[config.mk]
export PLATFORM = sky130hd
export DESIGN_NAME = uart_tx_fifo
export DESIGN_NICKNAME = d
export VERILOG_FILES = /design/src/rtl/uart_tx_fifo.sv
export SDC_FILE = /design/constraint.sdc
export NUM_CORES = 1
export LEC_CHECK = 0
export BUFFER_PORTS_ARGS = -buffer_cell sky130_fd_sc_hd__buf_4
export CAP_MARGIN = 0
export CELL_PAD_IN_SITES_DETAIL_PLACEMENT = 1
export CELL_PAD_IN_SITES_GLOBAL_PLACEMENT = 1
export CORE_UTILIZATION = 57
export CTS_BUF_LIST = sky130_fd_sc_hd__clkbuf_4
export DETAILED_ROUTE_END_ITERATION = 6
export PLACE_DENSITY_LB_ADDON = 0.1
export SLEW_MARGIN = 20
export SYNTH_ARGS = -nofsm -noshare
export SYNTH_HDL_FRONTEND = slang
export SYNTH_SLANG_ARGS = --single-unit
[constraint.sdc]
create_clock -name sys_clk -period 6.1 [get_ports sys_clk]
set_input_delay 0.305 -clock sys_clk [delete_from_list [all_inputs] [get_ports sys_clk]]
set_output_delay 0.305 -clock sys_clk [all_outputs]
set_load 0.02 [all_outputs]
[src/rtl/uart_tx_fifo.sv]
// UART transmitter with configurable data width, parity and stop bits, fed by a
// small FIFO so queued words go out back-to-back without idle gaps.
module uart_tx_fifo #(
  parameter int DELAY_FRAMES = 234,
  parameter int DATA_BITS    = 8,
  parameter int PARITY       = 0,
  parameter int STOP_BITS    = 1,
  parameter int FIFO_DEPTH   = 4
) (
  input  logic                          sys_clk,
  input  logic                          rst_n,
  input  logic                          start,
  input  logic [DATA_BITS-1:0]          data,
  output logic                          uart_tx,
  output logic                          ready,
  output logic                          busy,
  output logic [$clog2(FIFO_DEPTH):0]   fifo_count
);

  localparam int PTR_W = $clog2(FIFO_DEPTH);
  localparam int CNT_W = $clog2(STOP_BITS * DELAY_FRAMES) + 1;
  localparam int IDX_W = $clog2(DATA_BITS);
  localparam logic [CNT_W-1:0] BIT_LAST   = CNT_W'(DELAY_FRAMES - 1);
  localparam logic [CNT_W-1:0] STOP_LAST  = CNT_W'(STOP_BITS * DELAY_FRAMES - 1);
  localparam logic [IDX_W-1:0] IDX_LAST   = IDX_W'(DATA_BITS - 1);
  localparam logic [PTR_W:0]   FULL_COUNT = (PTR_W + 1)'(FIFO_DEPTH);
  localparam logic [PTR_W:0]   ZERO_COUNT = (PTR_W + 1)'(0);

  typedef enum logic [2:0] {ST_IDLE, ST_START, ST_DATA, ST_PARITY, ST_STOP} state_t;

  // Odd parity is the inverted XOR so the total count of ones comes out odd.
  function automatic logic parity_bit(input logic [DATA_BITS-1:0] word);
    return (PARITY == 1) ? ~(^word) : (^word);
  endfunction

  logic [DATA_BITS-1:0] mem_r [FIFO_DEPTH];
  logic [PTR_W-1:0]     wr_ptr_r;
  logic [PTR_W-1:0]     rd_ptr_r;
  logic [PTR_W:0]       count_r;
  logic [PTR_W:0]       count_next_s;
  logic                 ready_r;
  logic                 push_s;
  logic                 pop_s;
  state_t               state_r;
  logic [CNT_W-1:0]     cnt_r;
  logic [IDX_W-1:0]     idx_r;
  logic [DATA_BITS-1:0] word_r;

  assign push_s     = start && ready_r;
  assign ready      = ready_r;
  assign fifo_count = count_r;

  // Pop decision: only from IDLE or on the final stop-bit cycle.
  always_comb begin
    pop_s = 1'b0;
    case (state_r)
      ST_IDLE: pop_s = (count_r != ZERO_COUNT);
      ST_STOP: pop_s = (cnt_r == STOP_LAST) && (count_r != ZERO_COUNT);
      default: pop_s = 1'b0;
    endcase
  end

  // Occupancy after this edge.
  always_comb begin
    count_next_s = count_r;
    case ({push_s, pop_s})
      2'b10:   count_next_s = count_r + (PTR_W + 1)'(1);
      2'b01:   count_next_s = count_r - (PTR_W + 1)'(1);
      default: count_next_s = count_r;
    endcase
  end

  // FIFO storage; contents are don't-care until written.
  always_ff @(posedge sys_clk) begin
    if (push_s) begin
      mem_r[wr_ptr_r] <= data;
    end
  end

  // FIFO pointers, occupancy and registered ready flag.
  always_ff @(posedge sys_clk or negedge rst_n) begin
    if (!rst_n) begin
      wr_ptr_r <= {PTR_W{1'b0}};
      rd_ptr_r <= {PTR_W{1'b0}};
      count_r  <= ZERO_COUNT;
      ready_r  <= 1'b1;
    end else begin
      if (push_s) begin
        wr_ptr_r <= wr_ptr_r + PTR_W'(1);
      end
      if (pop_s) begin
        rd_ptr_r <= rd_ptr_r + PTR_W'(1);
      end
      count_r <= count_next_s;
      ready_r <= (count_next_s != FULL_COUNT);
    end
  end

  // Frame sequencer with registered line and busy outputs.
  always_ff @(posedge sys_clk or negedge rst_n) begin
    if (!rst_n) begin
      state_r <= ST_IDLE;
      cnt_r   <= {CNT_W{1'b0}};
      idx_r   <= {IDX_W{1'b0}};
      word_r  <= {DATA_BITS{1'b0}};
      uart_tx <= 1'b1;
      busy    <= 1'b0;
    end else begin
      busy <= 1'b1;
      case (state_r)
        ST_IDLE: begin
          if (pop_s) begin
            word_r  <= mem_r[rd_ptr_r];
            uart_tx <= 1'b0;
            cnt_r   <= {CNT_W{1'b0}};
            state_r <= ST_START;
          end else begin
            uart_tx <= 1'b1;
            busy    <= (count_next_s != ZERO_COUNT);
          end
        end
        ST_START: begin
          if (cnt_r == BIT_LAST) begin
            cnt_r   <= {CNT_W{1'b0}};
            idx_r   <= {IDX_W{1'b0}};
            uart_tx <= word_r[0];
            state_r <= ST_DATA;
          end else begin
            cnt_r <= cnt_r + CNT_W'(1);
          end
        end
        ST_DATA: begin
          if (cnt_r == BIT_LAST) begin
            cnt_r <= {CNT_W{1'b0}};
            if (idx_r == IDX_LAST) begin
              if (PARITY != 0) begin
                uart_tx <= parity_bit(word_r);
                state_r <= ST_PARITY;
              end else begin
                uart_tx <= 1'b1;
                state_r <= ST_STOP;
              end
            end else begin
              idx_r   <= idx_r + IDX_W'(1);
              uart_tx <= word_r[idx_r + IDX_W'(1)];
            end
          end else begin
            cnt_r <= cnt_r + CNT_W'(1);
          end
        end
        ST_PARITY: begin
          if (cnt_r == BIT_LAST) begin
            cnt_r   <= {CNT_W{1'b0}};
            uart_tx <= 1'b1;
            state_r <= ST_STOP;
          end else begin
            cnt_r <= cnt_r + CNT_W'(1);
          end
        end
        ST_STOP: begin
          if (cnt_r == STOP_LAST) begin
            cnt_r <= {CNT_W{1'b0}};
            // Chain straight into the next start bit when data is waiting.
            if (pop_s) begin
              word_r  <= mem_r[rd_ptr_r];
              uart_tx <= 1'b0;
              state_r <= ST_START;
            end else begin
              uart_tx <= 1'b1;
              busy    <= (count_next_s != ZERO_COUNT);
              state_r <= ST_IDLE;
            end
          end else begin
            cnt_r <= cnt_r + CNT_W'(1);
          end
        end
        default: begin
          cnt_r   <= {CNT_W{1'b0}};
          uart_tx <= 1'b1;
          state_r <= ST_IDLE;
        end
      endcase
    end
  end

endmodule

# Word level (Yosys, flattened, before mapping)

Memories as Yosys holds them, arrays and structs flattened.
Index checks and enable logic that the tools add are counted.

Equality and inequality tests: 16
Muxes and demuxes: 34
Add/sub/neg operators: 6
Order comparisons: 1
Reductions and logical operators: 12

Operator list:

| operator                                                                      | number |
|---|---|
| 3-bit two-way mux                                                             | 9 |
| 9-bit two-way mux                                                             | 2 |
| 9-bit one-hot mux with 2 select lines                                         | 1 |
| 8-bit two-way mux                                                             | 2 |
| 8-bit one-hot mux with 2 select lines                                         | 1 |
| 3-bit one-hot mux with 5 select lines                                         | 1 |
| 2-bit inequality test (second input constant)                                 | 7 |
| 1-bit two-way mux                                                             | 12 |
| 3-bit one-hot mux with 2 select lines                                         | 2 |
| 9-bit by 1-bit adder with 9-bit output (second input constant)                | 1 |
| 9-bit by 8-bit equality test with 1-bit output (second input constant)        | 1 |
| 4-bit AND reduction                                                           | 2 |
| 3-bit by 1-bit adder with 3-bit output (second input constant)                | 2 |
| 3-bit by 2-bit equality test with 1-bit output (second input constant)        | 2 |
| 3-bit equality test (second input constant)                                   | 2 |
| 6-bit AND reduction                                                           | 1 |
| 3-bit nonzero test                                                            | 2 |
| 1-bit one-hot mux with 5 select lines                                         | 1 |
| 2-bit by 1-bit adder with 2-bit output (second input constant)                | 2 |
| 3-bit by 4-bit less-than comparator with 1-bit output (second input constant) | 1 |
| 1-bit one-hot mux with 2 select lines                                         | 2 |
| 2-bit nonzero test                                                            | 2 |
| 4-bit OR reduction                                                            | 1 |
| 1-bit binary-select mux with 3-bit select                                     | 1 |
| other kinds (8)                                                               | 9 |

Bits of input ports: 11
Memory bits (writable): 32
Register bits: 33
Word-level logic and storage cells: 80
Memories kept: 1
Output and inout bits: 6

Memories:

| memory | words | bits a word | rd ports | clocked after Yosys merged registers in | write ports | RTL line | RTL |
|---|---|---|---|---|---|---|---|
| mem_r  | 4     | 8           | 1        | 0                                       | 1           | 36       | `logic [DATA_BITS-1:0] mem_r [FIFO_DEPTH];` |

# Logic depth before layout (Yosys ltp)

Word-level depth: 9
Gate-level depth with buffers: 14
Depth with buffers taken out: 13

# Least setup slack after synthesis

No wires, ideal clock.

Kind: flip-flop to flip-flop
From: register cnt_r[1]
To: register ready_r, in the netlist ready
Setup slack: 3653 ps
Data required time: 6018 ps
Setup time: 82 ps
Period minus slack after synthesis: 2447 ps
Path buffers: 1
Stages on the path, launching flop included: 15
Data arrival time: 2365 ps
Path through: dfrtp_1 inv_1 ha_1 and4bb_1 a21bo_2 nand3_1 buf_4 inv_1 ha_1 inv_1 fa_1 xor2_1 nor2_1 xor2_1 nand2_1

Cells in the longest elaborated chain, start to end: 6
Elaborated cells between the ends (all ways): 7
Classes of those cells: eq/ne (4); mux (2); reduce/logical (1)

Ends and longest elaborated chain:

| item                                                                                  | RTL line | RTL |
|---|---|---|
| start, declared                                                                       | 45       | `logic [CNT_W-1:0] cnt_r;` |
| start signal, assigned                                                                | 103      | `cnt_r <= {CNT_W{1'b0}};` |
| start signal, assigned                                                                | 115      | `cnt_r <= {CNT_W{1'b0}};` |
| start signal, assigned                                                                | 124      | `cnt_r <= {CNT_W{1'b0}};` |
| 9-bit by 8-bit equality test with 1-bit output *                                      | 58       | `ST_STOP: pop_s = (cnt_r == STOP_LAST) && (count_r != ZERO_COUNT);` |
| 1-bit logical AND *                                                                   | 58       |  |
| 1-bit one-hot mux with 2 select lines *                                               | 56       | `case (state_r)` |
| net pop_s                                                                             | 43       | `logic pop_s;` |
| 2-bit by 1-bit equality test with 1-bit output or 2-bit equality test (tied branches) | 66       | `case ({push_s, pop_s})` |
| 3-bit one-hot mux with 2 select lines *                                               | 66       |  |
| net count_next_s[2]                                                                   | 40       | `logic [PTR_W:0] count_next_s;` |
| 3-bit inequality test *                                                               | 95       | `ready_r <= (count_next_s != FULL_COUNT);` |
| end signal, assigned                                                                  | 95       |  |
| end, declared                                                                         | 41       | `logic ready_r;` |

Mark *: on every way through the listed nets, which the timed path passes. The rest lies on a longest branch.
A chain may end at the register's enable or synchronous reset.

# Final worst setup path

Same ends and word-level chain as after synthesis.

==> summary.md <==
| Metric | Value |
|---|---|
| Outcome | `finished clean` |
| H-tree Lvls | `3` |
| Global-route usage over all layers | `0.256` |
| Synth warnings | `0` |
| Area of the multi-input gates | `1060 um^2` |
| Fillers | `448` |
| Setup repair bufs after CTS | `0` |
| Resized cells post-CTS | `0` |
| # Max-Cap Violations | `0` |
| Power per cell area | `310 nW/um^2` |
| Final Slew Violations | `0` |
| Overflow after GRT | `0` |
| Non-filler cells in the finished layout | `293` |
| Prevailing post-synth register cell | `edfxtp_1` |
| Async S/R FF share, synth | `0.508` |
| Final Setup Violations | `0` |
| Cell taking the most area after synthesis | `edfxtp_1` |
| Final nets | `242` |
| Die height | `73.9 um` |
| Critical Path AT | `3380 ps` |
| Worst vdd ir | `0.000232 V` |
| Avg Cell Area, Syn | `14.6 um^2` |
| RSZ-0062 raised after global routing | `no` |
| Crit path capture type | `flip-flop` |
| Worst EP required | `6430 ps` |
| Synth Instances | `202` |
| Post-Syn Area | `2940 um^2` |
| Number of global-route vias before repair | `1,919` |
| Routed len/inst | `20.3 um` |
| Routability cong. | `0.798` |
| Dpl cells | `276` |
| Final period utilization | `0.499` |
| Slew headroom | `0.587` |
| CP Launch Type | `flip-flop` |
| DR vias/cell | `6.00` |
| IO Count | `17` |
| Die ar. | `5460 um^2` |
| HPWL after detailed placement | `4380 um` |
| Min Hold Slack | `109 ps` |
| DRT Wirelength | `5950 um` |
| FF+latch count, synth | `65` |
| Die span in x | `73.9 um` |
| Initial antenna violation count | `0` |
| Top post-synthesis cells by area | `edfxtp_1, dfrtp_1, mux4_2` |
| Core area | `4850 um^2` |
| Initial Util | `0.607` |
| Clock skew | `17.1 ps` |
| Final Hold Vio Count | `0` |
| Slew @ Worst Pin | `617 ps` |
| Hold crit path type | `primary input to flip-flop` |
| Peak Freq | `329 MHz` |
| Syn Nets | `223` |
| Final ANT Viol Nets | `0` |
| Number of diodes | `0` |
| Post-layout util | `0.668` |
| Root Buffer | `clkbuf_4` |
| Post-synthesis sequential area ratio | `0.608` |
| Buffers on Ports | `16` |
| Min cycle time layout | `3040 ps` |
| Most instantiated cells after synthesis | `edfxtp_1, dfrtp_1, mux2_2` |
| Initial DRC Count | `61` |
| Critical Path Most Common Cell | `inv_1` |
| WP buf/inv | `3` |
| CTS Buf Count | `9` |
| Crit path max-delay family | `simple AND/OR/NAND/NOR gates` |
| Post-synth EDFFs | `32` |
| CP Class | `flip-flop to flip-flop` |
| Pwr Total | `0.00100 W` |
| CTS tree | `yes` |
| Vias | `1,758` |
| Detailed Routing Iterations Pass 1 | `4` |
| Sink Count | `65` |
| Layout cells sized above 1 | `0.270` |
| Leak pwr | `1.31 nW` |
| Clock Latency Late Sink | `400 ps` |
| Largest stage delay, worst path | `420 ps` |
| FF+latch area | `1790 um^2` |
| Row count | `25` |
| Synth-to-layout area growth | `10.0%` |
| Drc violations | `0` |
| Pin count of the biggest net entering global routing | `34` |
| Buffer depth of the longest clock path | `2` |
| Crit-path max FO | `11` |
| Synth unique cells | `43` |
| Critical path's slowest cell | `dfrtp_1` |
| Crit path cell chain | `inv_1 > ha_1 > and4bb_1 > a21bo_2 > nand3_1 > inv_1 > ha_1 > inv_1 > fa_1 > xor2_1 > nor2_1 > xor2_1 > nand2_1` |
| Setup TNS | `0 ps` |
| First-pass GRT wire length | `9820 um` |
| Register clock-pin slew on the reported worst setup and hold paths | `110 ps` |
| Synth top area share | `0.326` |
| Most common cell in the synthesized netlist | `edfxtp_1` |
-- worst register-to-register path: cells and delay by family (launching register included) --
family | cells | cell delay [ps]
and+or+nand+nor | 4 | 900
adders and majority gates | 3 | 750
AOI/OAI and AO/OA | 1 | 210
xor gates and xnor gates | 2 | 400
DFF | 1 | 420
buffers and inverters | 3 | 320
-- registers in the layout (all words and copies together) (netlist names) --
signal      cells
word_r          8
cnt_r           9
idx_r           3
rd_ptr_r        2
ready           1
uart_tx         1
busy            1
mem_r          32
fifo_count      3
state_r         3
wr_ptr_r        2
-- per-stage QoR --
stage	instance area (um^2)	worst slack (ps)
finish	3240	3060
global route	3240	2850
CTS	3240	3040
detailed placement	3090	3020
global placement	3090	3370
floorplan	2940	3650
-- final timing paths --
path	start	end	slack, ps	cells after the start
max reg2reg	cnt_r[1]$_DFFE_PN0N_	ready$_DFF_PN1_	3060	13
min reg2reg	word_r[6]$_DFFE_PN0P_	word_r[6]$_DFFE_PN0P_	530	1
max	cnt_r[1]$_DFFE_PN0N_	ready$_DFF_PN1_	3060	13
min	data[2]	mem_r[2][2]$_DFFE_PP_	110	1
min in group asynchronous	rst_n	cnt_r[6]$_DFFE_PN0N_	380	2
max in group asynchronous	rst_n	uart_tx$_DFFE_PN1P_	5380	2
-- timing repair --
| item | CTS | global route |
|---|---|---|
| endpoints found under the hold margin | 31 | 0 |
| endpoints found under the setup margin | 0 | 0 |
| hold buffers | 1 | 0 |
-- layout make-up --
cell class,count,share of cell area
clock buffer,11,0.0255
clock inverter,5,0.0174
inverter,9,0.0104
multi-input combinational,119,0.328
sequential,65,0.552
tap,67,0.0259
timing repair buffer,17,0.0402
-- cells by family after synthesis --
kind of cell             count (synthesis)  share of synthesized area
multiplexers                            25                      0.133
AND/OR/NAND/NOR                         48                     0.0935
AO/OA/AOI/OAI                           25                     0.0570
flip-flops                              65                      0.608
adder cells (fa/ha/maj)                 11                     0.0484
XOR/XNOR                                10                     0.0297
buffers and inverters                   18                     0.0310
-- per-layer routing --
metal | vias up | GRT usage | share of wire
met5 | - | 0 | 0
met4 | 0 | 0.100 | 0.022
met1 | 908 | 0.301 | 0.41
met3 | 12 | 0.0796 | 0.036
li1 | 800 | - | -
met2 | 38 | 0.439 | 0.53
-- power by group --
| part | switching (W) | internal (W) | leakage [nW] |
|---|---|---|---|
| sequential | 0.0000320 | 0.000525 | 0.692 |
| combinational | 0.0000996 | 0.0000656 | 0.536 |
| clock | 0.000148 | 0.000134 | 0.0785 |
| total | 0.000280 | 0.000725 | 1.31 |
-- placed cells by master, fill, tap and decap left out, drive strengths merged, types with 7 or more instances in the layout --
cell     n
edfxtp  32
dfrtp   31
buf     16
mux2    12
clkbuf  11
nand2   11
mux4    10
inv      9
ha       9
and3     7
Power figures use the tool's default switching activity.
